`config.mk`:
```
export PLATFORM = sky130hd
export DESIGN_NAME = tcp_tx_ctrl_flat
export DESIGN_NICKNAME = d
export VERILOG_FILES = /design/src/rtl/tcp_misc_pkg.sv /design/src/rtl/tcp_tx_ctrl_if.sv /design/src/rtl/tcp_tx_ctrl.sv /design/src/flat_wrapper.sv
export SDC_FILE = /design/constraint.sdc
export NUM_CORES = 1
export LEC_CHECK = 0
export BUFFER_PORTS_ARGS = -buffer_cell sky130_fd_sc_hd__buf_2
export CAP_MARGIN = 30
export CORE_ASPECT_RATIO = 2
export CORE_MARGIN = 5
export CORE_UTILIZATION = 40
export DETAILED_ROUTE_END_ITERATION = 12
export GPL_ROUTABILITY_DRIVEN = 0
export GPL_TIMING_DRIVEN = 1
export PLACE_DENSITY = 0.72
export SLEW_MARGIN = 20
export SYNTH_ARGS = -nofsm -noshare
export SYNTH_HDL_FRONTEND = slang
export SYNTH_SLANG_ARGS = --single-unit
```
`constraint.sdc`:
```
create_clock -name clk -period 2.2 [get_ports clk]
set_input_delay 0.44 -clock clk [delete_from_list [all_inputs] [get_ports clk]]
set_output_delay 0.44 -clock clk [all_outputs]
set_load 0.02 [all_outputs]
```
`src/rtl/tcp_misc_pkg.sv`:
```
// Shared types for the TCP transmit engine.
// Holds the transmit controller state encoding used by the control FSM.
package tcp_misc_pkg;

    typedef enum logic [2:0] {
        ST_IDLE,
        ST_RD_REQ,
        ST_RD_RESP,
        ST_CALC,
        ST_OUTPUT
    } tcp_tx_ctrl_state_e;

endpackage

```
`src/rtl/tcp_tx_ctrl_if.sv`:
```
// Handshake and strobe bundle between the transmit controller and its neighbours
// (scheduler, state memories, datapath, packet assembler).
interface tcp_tx_ctrl_if #(
    parameter int CNT_W = 32
);
    logic             sched_tx_req_val;
    logic             tx_sched_req_rdy;
    logic             tx_state_rd_req_val;
    logic             tx_state_wr_req_val;
    logic             ctrl_datap_store_flowid;
    logic             ctrl_datap_store_state;
    logic             ctrl_datap_store_tuple;
    logic             ctrl_datap_store_calc;
    logic             datap_ctrl_produce_pkt;
    logic             proto_calc_tx_pkt_val;
    logic             tx_proto_calc_pkt_rdy;
    logic             tx_sched_update_val;
    logic             sched_tx_update_rdy;
    logic [CNT_W-1:0] tx_ctrl_skip_cnt;

    modport master (
        input  sched_tx_req_val,
        output tx_sched_req_rdy,
        output tx_state_rd_req_val,
        output tx_state_wr_req_val,
        output ctrl_datap_store_flowid,
        output ctrl_datap_store_state,
        output ctrl_datap_store_tuple,
        output ctrl_datap_store_calc,
        input  datap_ctrl_produce_pkt,
        output proto_calc_tx_pkt_val,
        input  tx_proto_calc_pkt_rdy,
        output tx_sched_update_val,
        input  sched_tx_update_rdy,
        output tx_ctrl_skip_cnt
    );

    modport slave (
        output sched_tx_req_val,
        input  tx_sched_req_rdy,
        input  tx_state_rd_req_val,
        input  tx_state_wr_req_val,
        input  ctrl_datap_store_flowid,
        input  ctrl_datap_store_state,
        input  ctrl_datap_store_tuple,
        input  ctrl_datap_store_calc,
        output datap_ctrl_produce_pkt,
        input  proto_calc_tx_pkt_val,
        output tx_proto_calc_pkt_rdy,
        input  tx_sched_update_val,
        output sched_tx_update_rdy,
        input  tx_ctrl_skip_cnt
    );
endinterface

```
`src/rtl/tcp_tx_ctrl.sv`:
```
// Transmit control FSM: walks one scheduler request through state read, calc and
// the independent packet / scheduler-update handshakes, counting packetless requests.
module tcp_tx_ctrl
    import tcp_misc_pkg::*;
#(
    parameter int CNT_W = 32
) (
    input  logic          clk,
    input  logic          rst_n,
    tcp_tx_ctrl_if.master bus
);

    tcp_tx_ctrl_state_e state_reg, state_next;
    logic               first_reg;
    logic               produce_reg;
    logic               pkt_done_reg;
    logic               upd_done_reg;
    logic [CNT_W-1:0]   skip_cnt_reg;

    logic in_output;
    logic produce;
    logic pkt_val;
    logic upd_val;
    logic pkt_fire;
    logic upd_fire;
    logic exit_output;

    // On the first OUTPUT cycle the flag is not registered yet, so use the live input.
    assign in_output   = (state_reg == ST_OUTPUT);
    assign produce     = first_reg ? bus.datap_ctrl_produce_pkt : produce_reg;
    assign pkt_val     = in_output && produce && !pkt_done_reg;
    assign upd_val     = in_output && !upd_done_reg;
    assign pkt_fire    = pkt_val && bus.tx_proto_calc_pkt_rdy;
    assign upd_fire    = upd_val && bus.sched_tx_update_rdy;
    assign exit_output = in_output
                         && (!produce || pkt_done_reg || pkt_fire)
                         && (upd_done_reg || upd_fire);

    always_comb begin
        state_next = state_reg;
        case (state_reg)
            ST_IDLE:    if (bus.sched_tx_req_val) state_next = ST_RD_REQ;
            ST_RD_REQ:  state_next = ST_RD_RESP;
            ST_RD_RESP: state_next = ST_CALC;
            ST_CALC:    state_next = ST_OUTPUT;
            ST_OUTPUT:  if (exit_output) state_next = ST_IDLE;
            default:    state_next = ST_IDLE;
        endcase
    end

    always_ff @(posedge clk) begin
        if (!rst_n) begin
            state_reg    <= ST_IDLE;
            first_reg    <= 1'b0;
            produce_reg  <= 1'b0;
            pkt_done_reg <= 1'b0;
            upd_done_reg <= 1'b0;
            skip_cnt_reg <= '0;
        end else begin
            state_reg <= state_next;
            first_reg <= (state_reg == ST_CALC);
            if (first_reg) produce_reg <= bus.datap_ctrl_produce_pkt;
            if (exit_output) begin
                pkt_done_reg <= 1'b0;
                upd_done_reg <= 1'b0;
                if (!produce) skip_cnt_reg <= skip_cnt_reg + CNT_W'(1);
            end else begin
                if (pkt_fire) pkt_done_reg <= 1'b1;
                if (upd_fire) upd_done_reg <= 1'b1;
            end
        end
    end

    assign bus.tx_sched_req_rdy        = (state_reg == ST_IDLE);
    assign bus.ctrl_datap_store_flowid = (state_reg == ST_IDLE) && bus.sched_tx_req_val;
    assign bus.tx_state_rd_req_val     = (state_reg == ST_RD_REQ);
    assign bus.ctrl_datap_store_state  = (state_reg == ST_RD_RESP);
    assign bus.ctrl_datap_store_tuple  = (state_reg == ST_RD_RESP);
    assign bus.ctrl_datap_store_calc   = (state_reg == ST_CALC);
    assign bus.tx_state_wr_req_val     = in_output && first_reg && bus.datap_ctrl_produce_pkt;
    assign bus.proto_calc_tx_pkt_val   = pkt_val;
    assign bus.tx_sched_update_val     = upd_val;
    assign bus.tx_ctrl_skip_cnt        = skip_cnt_reg;

endmodule

```
`src/flat_wrapper.sv`:
```
// flat-port wrapper written by rule: the top's interface ports become plain ports
module tcp_tx_ctrl_flat import tcp_misc_pkg::*;
#(
    parameter int CNT_W = 32
)
  (clk, rst_n, bus_sched_tx_req_val, bus_tx_sched_req_rdy, bus_tx_state_rd_req_val, bus_tx_state_wr_req_val, bus_ctrl_datap_store_flowid, bus_ctrl_datap_store_state, bus_ctrl_datap_store_tuple, bus_ctrl_datap_store_calc, bus_datap_ctrl_produce_pkt, bus_proto_calc_tx_pkt_val, bus_tx_proto_calc_pkt_rdy, bus_tx_sched_update_val, bus_sched_tx_update_rdy, bus_tx_ctrl_skip_cnt);
  tcp_tx_ctrl_if #(.CNT_W(CNT_W)) bus_i ();
  input  logic clk;
  input  logic rst_n;
  input wire logic [$bits(bus_i.sched_tx_req_val)-1:0] bus_sched_tx_req_val;
  output wire logic [$bits(bus_i.tx_sched_req_rdy)-1:0] bus_tx_sched_req_rdy;
  output wire logic [$bits(bus_i.tx_state_rd_req_val)-1:0] bus_tx_state_rd_req_val;
  output wire logic [$bits(bus_i.tx_state_wr_req_val)-1:0] bus_tx_state_wr_req_val;
  output wire logic [$bits(bus_i.ctrl_datap_store_flowid)-1:0] bus_ctrl_datap_store_flowid;
  output wire logic [$bits(bus_i.ctrl_datap_store_state)-1:0] bus_ctrl_datap_store_state;
  output wire logic [$bits(bus_i.ctrl_datap_store_tuple)-1:0] bus_ctrl_datap_store_tuple;
  output wire logic [$bits(bus_i.ctrl_datap_store_calc)-1:0] bus_ctrl_datap_store_calc;
  input wire logic [$bits(bus_i.datap_ctrl_produce_pkt)-1:0] bus_datap_ctrl_produce_pkt;
  output wire logic [$bits(bus_i.proto_calc_tx_pkt_val)-1:0] bus_proto_calc_tx_pkt_val;
  input wire logic [$bits(bus_i.tx_proto_calc_pkt_rdy)-1:0] bus_tx_proto_calc_pkt_rdy;
  output wire logic [$bits(bus_i.tx_sched_update_val)-1:0] bus_tx_sched_update_val;
  input wire logic [$bits(bus_i.sched_tx_update_rdy)-1:0] bus_sched_tx_update_rdy;
  output wire logic [$bits(bus_i.tx_ctrl_skip_cnt)-1:0] bus_tx_ctrl_skip_cnt;
  assign bus_i.sched_tx_req_val = bus_sched_tx_req_val;
  assign bus_tx_sched_req_rdy = bus_i.tx_sched_req_rdy;
  assign bus_tx_state_rd_req_val = bus_i.tx_state_rd_req_val;
  assign bus_tx_state_wr_req_val = bus_i.tx_state_wr_req_val;
  assign bus_ctrl_datap_store_flowid = bus_i.ctrl_datap_store_flowid;
  assign bus_ctrl_datap_store_state = bus_i.ctrl_datap_store_state;
  assign bus_ctrl_datap_store_tuple = bus_i.ctrl_datap_store_tuple;
  assign bus_ctrl_datap_store_calc = bus_i.ctrl_datap_store_calc;
  assign bus_i.datap_ctrl_produce_pkt = bus_datap_ctrl_produce_pkt;
  assign bus_proto_calc_tx_pkt_val = bus_i.proto_calc_tx_pkt_val;
  assign bus_i.tx_proto_calc_pkt_rdy = bus_tx_proto_calc_pkt_rdy;
  assign bus_tx_sched_update_val = bus_i.tx_sched_update_val;
  assign bus_i.sched_tx_update_rdy = bus_sched_tx_update_rdy;
  assign bus_tx_ctrl_skip_cnt = bus_i.tx_ctrl_skip_cnt;
  tcp_tx_ctrl #(.CNT_W(CNT_W)) u_core (.clk(clk), .rst_n(rst_n), .bus(bus_i));
endmodule
```
=== Word-level counts from Yosys, hierarchy flattened ===
Index checks and enable logic that the tools add are counted.
Widths: inputs -> output; s select.

* Add/subtract/negate cells: 1
* Eq/ne operators: 6
* Muxes and demuxes: 4
* Bitwise logic cells: 2
* Reduce and logical (&&, ||, !) cells: 20

{| class="wikitable"
|+ Operators by type and width
! operator !! count
|-
| $add 32x1->32 const B || 1
|-
| $pmux 3 s5 || 1
|-
| $logic_and 1x1->1 || 10
|-
| $eq 3x2->1 const B || 2
|-
| $mux 3 || 2
|-
| $ne 2x2->1 const B || 2
|-
| $reduce_and 2->1 || 2
|-
| $eq 3x1->1 const B || 1
|-
| $eq 3x3->1 const B || 1
|-
| $logic_not 1->1 || 3
|-
| $logic_not 3->1 || 1
|-
| $logic_or 1x1->1 || 3
|-
| $not 1->1 || 2
|-
| $reduce_or 2->1 || 1
|-
| $mux 1 || 1
|}

* Flip-flop bits (word level): 39
* Bits of input ports: 6
* Output and inout bits: 41
* Logic and storage cells: 39

=== Depth between registers and ports, before layout ===
Gate-level depths: netlist of run 1.

* Depth in word-level cells: 9
* Gate-level depth with buffers: 7
* Gate-level depth less buffers: 6

=== Worst setup path after synthesis of run 1 ===
OpenSTA, ideal clock, no wires.

* Path type: reg-to-reg
* Start: register u_core.skip_cnt_reg[0] (netlist: u_core.bus.tx_ctrl_skip_cnt[0])
* End: register u_core.skip_cnt_reg[30] (netlist: u_core.bus.tx_ctrl_skip_cnt[30])
* Library setup time: 71 ps
* Arrival: 2229 ps
* Required time: 2129 ps
* Path slack: -100 ps
* Stages on the path, launching flop included: 8
* Path buffers: 1
* Period minus slack after synthesis: 2300 ps
* Path through: dfxtp_1 > ha_1 > nand2_1 > or3_1 > or4_1 > buf_2 > or3_1 > a21oi_1

* Cells in the longest elaborated chain, start to end: 1

{| class="wikitable"
|+ Ends and longest elaborated chain
! element !! RTL line !! RTL
|-
| from (decl) || tcp_tx_ctrl.sv:18 || <nowiki>logic [CNT_W-1:0] skip_cnt_reg;</nowiki>
|-
| from (signal assigned) || tcp_tx_ctrl.sv:66 || <nowiki>if (!produce) skip_cnt_reg <= skip_cnt_reg + CNT_W'(1);</nowiki>
|-
| $add 32x1->32 || tcp_tx_ctrl.sv:66 ||
|}

Every way passes these cells.
A chain may end at the register's enable or synchronous reset.

=== Worst setup path in the final report of run 1 ===
* Start: register u_core.state_reg[2]
* End: output bus_proto_calc_tx_pkt_val

* Cells in the longest elaborated chain, start to end: 3

{| class="wikitable"
|+ Ends and longest elaborated chain
! element !! RTL line !! RTL
|-
| from (decl) || tcp_tx_ctrl.sv:13 || <nowiki>tcp_tx_ctrl_state_e state_reg, state_next;</nowiki>
|-
| from (signal assigned) || tcp_tx_ctrl.sv:60 || <nowiki>state_reg <= state_next;</nowiki>
|-
| $eq 3x3->1 || tcp_tx_ctrl.sv:29 || <nowiki>assign in_output = (state_reg == ST_OUTPUT);</nowiki>
|-
| $logic_and 1x1->1 (2 in series) || tcp_tx_ctrl.sv:31 || <nowiki>assign pkt_val = in_output && produce && !pkt_done_reg;</nowiki>
|-
| to (decl) || flat_wrapper.sv:19 || <nowiki>output wire logic [$bits(bus_i.proto_calc_tx_pkt_val)-1:0] bus_proto_calc_tx_pkt_val;</nowiki>
|}

Every way passes these cells.

==> run summary, run 1 <==
Port bufs -> 46
Largest net degree at the start of global routing -> 16
Vias -> 1727
Critical path endpoint category -> output port
Worst EP required -> 1.76 ns
#FFs+latches synth -> 39
Hold Vio Cnt, Final -> 0
Vias per Instance -> 5.14
Max Slew Vio Count -> 0
Die area -> 0.00614 mm^2
Number of synthesized flops with an enable pin -> 0
Critical path's largest stage delay -> 0.51 ns
CTS tree -> yes
Area grow syn2layout -> 30.0%
Sequential cell fraction of total power -> 50.9%
N_diodes -> 0
VDD IR max -> 0.421 mV
CTS Buffer Depth -> 2
Synth Area in Adders -> 0.679%
Yosys Warn Count -> 0
Power Internal -> 0.00111 W
# IOs -> 47
HP Start -> bus_sched_tx_req_val
Layout Nets -> 287
Skew final -> 0.00521 ns
Setup crit start -> u_core.state_reg[2]
GR Overflow Total -> 0
H-tree levels -> 2
Synth Flop Type -> dfxtp_1
Post-Place Cell Area -> 0.00226 mm^2
Synthesized Nets -> 221
Distinct cells, synth -> 40
Die W -> 58.0 um
Switching share of total power -> 21.9%
Max Cap Viol -> 0
DR iter-0 viols -> 34
CTS Sinks -> 39
Arr. time, crit path -> 1.64 ns
Initial antenna violation count -> 0
Final worst-path cycle share -> 94.6%
Max frequency -> 480 MHz
Compound-Gate Fraction of Synth Area -> 6.25%
Max reg flops -> 32
Switching Power -> 0.000311 W
Worst R2R Setup Slack -> 0.15 ns
P_leak -> 1.02 nW
Clock root cell -> clkbuf_8
Cts hold-fix bufs -> 0
GR Util All Layers -> 14.8%
Pre-CTS setup slack -> 0.0640 ns
Tightest Pin Transition -> 0.432 ns
Number of remaining DRC errors -> 0
Post-layout instance area -> 0.00239 mm^2
Final worst slack -> 0.118 ns
Largest family of logic cells by synthesized area -> simple AND/OR/NAND/NOR gates
Syn Std Cell Area -> 0.00184 mm^2
Drt pass-1 iters -> 4
Worst-path maximum fanout -> 8
Die height -> 106 um
Final wirelength -> 4.35 mm
Status -> finished clean
PD cells -> 593 mW/mm^2
Final setup viols -> 0
HPWL after DPL -> 3.40 mm
Synth Area in XOR/XNOR -> 10.9%
Crit start category -> flop
Clock latency at the later pin of the worst-skew pair -> 0.29 ns
Clock-pin slew on the worst setup and hold paths -> 0.07 ns
Clock group share of total power -> 43.2%
Worst R2R Start -> u_core.bus.tx_ctrl_skip_cnt[6]
Cell Chain, Critical Path -> or3b_1 -> nor3_1 -> buf_2
Syn Area/Cell -> 8.61 um^2
Initial Util -> 40.4%
Gate power share -> 5.9%
Post-route minimum period -> 2.08 ns
Post-synthesis mux area share -> 2.79%
CP max stage cell -> or3b_1
Row count -> 35
Post-Synthesis Cells -> 214
Post-Synth Simple-Gate Area -> 33.8%
Post-synthesis sequential area ratio -> 42.4%
Number of buffers created by CTS -> 5
Final ANT Viol Nets -> 0
Routed WL per cell -> 12.9 um
Vias in the first global route -> 1664
Critical path class -> reg -> out
Layout cells sized above 1 -> 33.8%
Ys async rst share -> 0%
First-pass GRT wire length -> 7.13 mm
Hold Crit Class -> in -> reg
Overall Power -> 0.00142 W
Placeable Area -> 0.00455 mm^2
Worst rel slew slack -> 71.1%
## worst paths after layout
| path | to | cells after the start |
|---|---|---|
| hold reg to reg | u_core.bus.tx_ctrl_skip_cnt[29] | 2 |
| hold / removal | u_core.state_reg[0] | 3 |
| setup reg to reg | u_core.bus.tx_ctrl_skip_cnt[30] | 5 |
| setup / recovery | bus_proto_calc_tx_pkt_val | 3 |
## synth_stat cells (2+ instances only)
cell type  instances  area, um^2
nor3b_1            2        15.0
o21ai_0            7        35.0
nor3_1             7        35.0
inv_1              5        18.8
a21oi_1            8        40.0
clkbuf_1           5        18.8
or3_1              7        43.8
nand2_1           15        56.3
buf_2              2        10.0
dfxtp_1           39         781
mux2i_1            4        40.0
nor2_1            33         124
nor4_2             2        25.0
nor4_1             4        25.0
nand2b_1           3        18.8
nand4_1           12        75.1
xor2_1            16         140
nand4_2            2        25.0
nand3_1            8        40.0
xnor2_1            7        61.3
and3_1             4        25.0
and2_1             4        25.0
## placed cells by master (no fill, tap or decap), drive strengths merged, types with 3 or more instances in the layout
master	instances
buf	67
dfxtp	39
nor2	33
xor2	16
nand2	15
nand4	14
nand3	8
a21oi	8
nor3	8
or3	8
o21ai	7
xnor2	7
clkbuf	6
nor4	6
inv	5
and2	4
mux2i	4
and3	4
nand2b	3
nor3b	3
## per-layer routing
layer	up-vias	GRT usage, %	part of all wire [%]
met5	-	0	0
met4	0	7.63	3.1
met3	10	3.40	4.4
met2	37	26.6	53
met1	800	15.2	39
li1	880	-	-
## cell families after synthesis
kind of cell,Yosys count
mux,5
compound gates,20
flops,39
simple gates,112
buf+inv,14
fa+ha+maj,1
xor+xnor,23
## cell type report
class | count | area [um^2]
inverter | 6 | 22.5
timing repair buffer | 67 | 388
tap | 55 | 68.8
clock inverter | 2 | 35.0
sequential | 39 | 791
fill | 472 | 2160
multi-input combinational | 161 | 1010
clock buffer | 6 | 82.6
## metrics by stage
step / hold WS [ns] / instances / setup TNS [ns] / utilization, %
after floorplan: 0.489 / 214 / 0 / -
after global placement: 0.465 / 327 / 0 / 49.7
after detailed placement: 0.480 / 327 / 0 / 49.7
after CTS: 0.421 / 335 / 0 / 52.3
after global routing: 0.459 / 336 / -0.00230 / 52.6
final: 0.423 / 336 / 0 / 52.6
## worst max-delay path, delay by kind of cell (launching register included)
| kind | cells | cell delay [ns] |
|---|---|---|
| buffers and inverters | 1 | 0.19 |
| AND/OR/NAND/NOR | 2 | 0.72 |
| flip-flops | 1 | 0.44 |
## power by group through the flow
stage          registers [W]   logic, W  clock network, W
3_5_place_dp        0.000739  0.0000847                 0
2_1_floorplan       0.000730  0.0000657                 0
4_1_cts             0.000723  0.0000849          0.000630
5_1_grt             0.000724  0.0000919          0.000658
3_3_place_gp        0.000739  0.0000840                 0
6_report            0.000722  0.0000841          0.000614
## timing repair
item / in CTS / in global routing
endpoints found under the setup margin: 0 / 4
buffers inserted: 0 / 1
resized for setup: 0 / 3
hold endpoints to repair: 0 / 0
(Power assumes the default switching activity.)
==> run 2: changes to the inputs <==
ABC_AREA = 1   (was not set)
BUFFER_PORTS_ARGS = -buffer_cell sky130_fd_sc_hd__buf_4   (was -buffer_cell sky130_fd_sc_hd__buf_2)
PLACE_DENSITY = 0.75   (was 0.72)
==> run 2 against run 1 <==
Critical path depth unchanged; die area increased by 20%; sequential power about the same; total power up 4.5%; final area rose by 15%; flip-flop and latch count stayed put; largest cell class unchanged; largest power group unchanged.
==> run summary, run 2 <==
Status -> finished clean (unchanged)
Arr. time, crit path -> 1.37 ns (was 1.64 ns)
Crit start category -> flop (unchanged)
Worst R2R Setup Slack -> 0.46 ns (was 0.15 ns)
Fillers -> 578 (was 472)
Cts hold-fix bufs -> 0 (unchanged)
Post-route minimum period -> 1.81 ns (was 2.08 ns)
Syn Area/Cell -> 6.11 um^2 (was 8.61 um^2)
RSZ-0062 raised after global routing -> false
Worst EP required -> 1.76 ns (about the same)
Skew final -> 0.00722 ns (was 0.00521 ns)
FF-to-FF path depth -> 7 (was 5)
Yosys Warn Count -> 0 (unchanged)
#FFs+latches synth -> 39 (unchanged)
Worst-path maximum fanout -> 5 (was 8)
Area grow syn2layout -> 21.4% (was 30.0%)
Routed WL per cell -> 13.0 um (was 12.9 um)
VDD IR max -> 0.519 mV (was 0.421 mV)
Post-layout instance area -> 0.00275 mm^2 (was 0.00239 mm^2)
First-pass GRT wire length -> 10.4 mm (was 7.13 mm)
Layout cells sized above 1 -> 18.5% (was 33.8%)
Die area -> 0.00735 mm^2 (was 0.00614 mm^2)
Levels on crit path -> 3 (unchanged)
GR Util All Layers -> 17.5% (was 14.8%)
Clock-pin slew on the worst setup and hold paths -> 0.08 ns (was 0.07 ns)
CTS tree -> yes (unchanged)
Max Slew Vio Count -> 0 (unchanged)
Cells on Worst Hold Path -> 3 (unchanged)
PD cells -> 541 mW/mm^2 (was 593 mW/mm^2)
Row count -> 38 (was 35)
Tightest Pin Transition -> 0.522 ns (was 0.432 ns)
Ys async rst share -> 0% (unchanged)
Placeable Area -> 0.00547 mm^2 (was 0.00455 mm^2)
CTS Sinks -> 39 (unchanged)
Final wirelength -> 6.21 mm (was 4.35 mm)
Max frequency -> 552 MHz (was 480 MHz)
Synthesized Nets -> 377 (was 221)
Worst path bufs/invs -> 1 (unchanged)
Post-Place Cell Area -> 0.00263 mm^2 (was 0.00226 mm^2)
Setup bufs post-CTS -> 0 (unchanged)
Vias in the first global route -> 2440 (was 1664)
Post-Synthesis Cells -> 370 (was 214)
Distinct cells, synth -> 26 (was 40)
Final setup viols -> 0 (unchanged)
DR iter-0 viols -> 123 (was 34)
Hold Crit Class -> in -> reg (unchanged)
Count leader, synth -> nand2_1 (was dfxtp_1)
Vias -> 2421 (was 1727)
Vias per Instance -> 5.08 (was 5.14)
Most common cell after layout, fill and taps aside -> nand2_1 (was buf_2)
Initial Util -> 41.4% (was 40.4%)
Setup_tns -> 0 ns (unchanged)
Critical path endpoint category -> output port (unchanged)
Most frequent cells in the layout -> nand2_1, nor2_1, buf_4 (was buf_2, nor2_1, dfxtp_1)
H-tree levels -> 2 (unchanged)
Hold Vio Cnt, Final -> 0 (unchanged)
CP max stage cell -> dfxtp_1 (was or3b_1)
Largest net degree at the start of global routing -> 34 (was 16)
HPWL after DPL -> 4.94 mm (was 3.40 mm)
Post-CTS Resized -> 0 (unchanged)
Clock root cell -> clkbuf_8 (unchanged)
Most frequent cells after synthesis -> nand2_1, nor2_1, dfxtp_1 (was dfxtp_1, nor2_1, xor2_1)
N_diodes -> 0 (unchanged)
Critical path class -> reg -> out (unchanged)
GR Overflow Total -> 0 (unchanged)
Die height -> 116 um (was 106 um)
Port bufs -> 46 (unchanged)
Max reg flops -> 32 (unchanged)
Synth Flop Type -> dfxtp_1 (unchanged)
Number of synthesized flops with an enable pin -> 0 (unchanged)
Drt pass-1 iters -> 4 (unchanged)
Clock latency at the later pin of the worst-skew pair -> 0.30 ns (was 0.29 ns)
Critical path's largest stage delay -> 0.41 ns (was 0.51 ns)
Ranking of synthesized cells by area -> dfxtp_1, nand2_1, nor2_1 (was dfxtp_1, xor2_1, nor2_1)
CTS Buffer Depth -> 2 (unchanged)
Syn Std Cell Area -> 0.00226 mm^2 (was 0.00184 mm^2)
Die W -> 63.2 um (was 58.0 um)
Max Cap Viol -> 0 (unchanged)
Final worst-path cycle share -> 82.4% (was 94.6%)
Worst rel slew slack -> 65.0% (was 71.1%)
Synth area leader -> dfxtp_1 (unchanged)
Yosys top cell area share -> 34.5% (was 42.4%)
# IOs -> 47 (unchanged)
Number of buffers created by CTS -> 5 (unchanged)
Cell Chain, Critical Path -> nand3_2 -> nor3_1 -> buf_4 (was or3b_1 -> nor3_1 -> buf_2)
Initial antenna violation count -> 0 (unchanged)
Number of remaining DRC errors -> 0 (unchanged)
Post-synthesis sequential area ratio -> 34.5% (was 42.4%)
Final ANT Viol Nets -> 0 (unchanged)
Layout Nets -> 423 (was 287)
Crit path max-delay family -> simple AND/OR/NAND/NOR gates (unchanged)
P_leak -> 1.04 nW (was 1.02 nW)
## run 2: cell count changes in the layout (fill, tap and decap cells not counted), sizes merged, moves of 6 or more
| cell | previous run | this run |
|---|---|---|
| nand2 | 15 | 134 |
| nor2 | 33 | 84 |
| buf | 67 | 48 |
| xor2 | 16 | 6 |
| xnor2 | 7 | 1 |
| nand3 | 8 | 23 |
| nor4 | 6 | 0 |
| or3 | 8 | 0 |
| inv | 5 | 30 |
| nand4 | 14 | 2 |
| a21oi | 8 | 31 |
## run 2: cells by family after synthesis
logic type / count (synthesis) / share of synthesized area [%]
simple gates: 247 / 45.4
buf+inv: 40 / 8.30
flops: 39 / 34.5
compound gates: 36 / 8.57
xor+xnor: 7 / 2.71
fa+ha+maj: 1 / 0.553
## run 2: through the flow
step | hold slack [ns] | util (%) | setup WS, ns | total power (W) | instances
global placement | 0.460 | 48.1 | 0.511 | 0.000867 | 469
finish | 0.399 | 50.2 | 0.387 | 0.00148 | 477
floorplan | 0.448 | - | 0.594 | 0.000825 | 370
CTS | 0.395 | 50.2 | 0.380 | 0.00150 | 477
global route | 0.422 | 50.2 | 0.275 | 0.00154 | 477
detailed placement | 0.473 | 48.1 | 0.419 | 0.000871 | 469
## run 2: layout make-up
class                   instances  area [um^2]  share of cell area (%)
multi-input cells             291         1290                    47.1
flip-flops and latches         39          781                    28.4
well taps                      60         75.1                    2.73
repair buffers                 48          360                    13.1
clock inverters                 2         35.0                    1.28
clock buffers                   6         82.6                    3.01
inverters                      31          119                    4.33
## run 2: where the power goes
group / internal (W) / leakage (nW) / switching, W
registers: 0.000714 / 0.314 / 0.00000625
clock network: 0.000367 / 0.0612 / 0.000265
logic: 0.0000481 / 0.660 / 0.0000845
total: 0.00113 / 1.04 / 0.000356
## run 2: worst paths after layout
path,from,to
max,u_core.state_reg[2],bus_proto_calc_tx_pkt_val
min,bus_tx_proto_calc_pkt_rdy,u_core.pkt_done_reg
max reg2reg,u_core.state_reg[2],u_core.bus.tx_ctrl_skip_cnt[3]
min reg2reg,u_core.pkt_done_reg,u_core.pkt_done_reg
## run 2: per-layer routing
metal  up-vias  global-route usage [%]  wire length (um)
met4         0                    11.8               364
met5         -                       0                 0
met1      1077                    14.7              2110
met2        74                    34.4              3400
met3        27                    4.52               341
li1       1243                       -                 -
## run 2: worst reg2reg max path, cell delays in order (launching register included)
cell and delay (ns):
dfxtp_1 0.41, nand3_2 0.18, a21oi_4 0.20, nand3_4 0.19, inv_4 0.31, nand2_1 0.11
o21ai_0 0.18, nor2_1 0.06
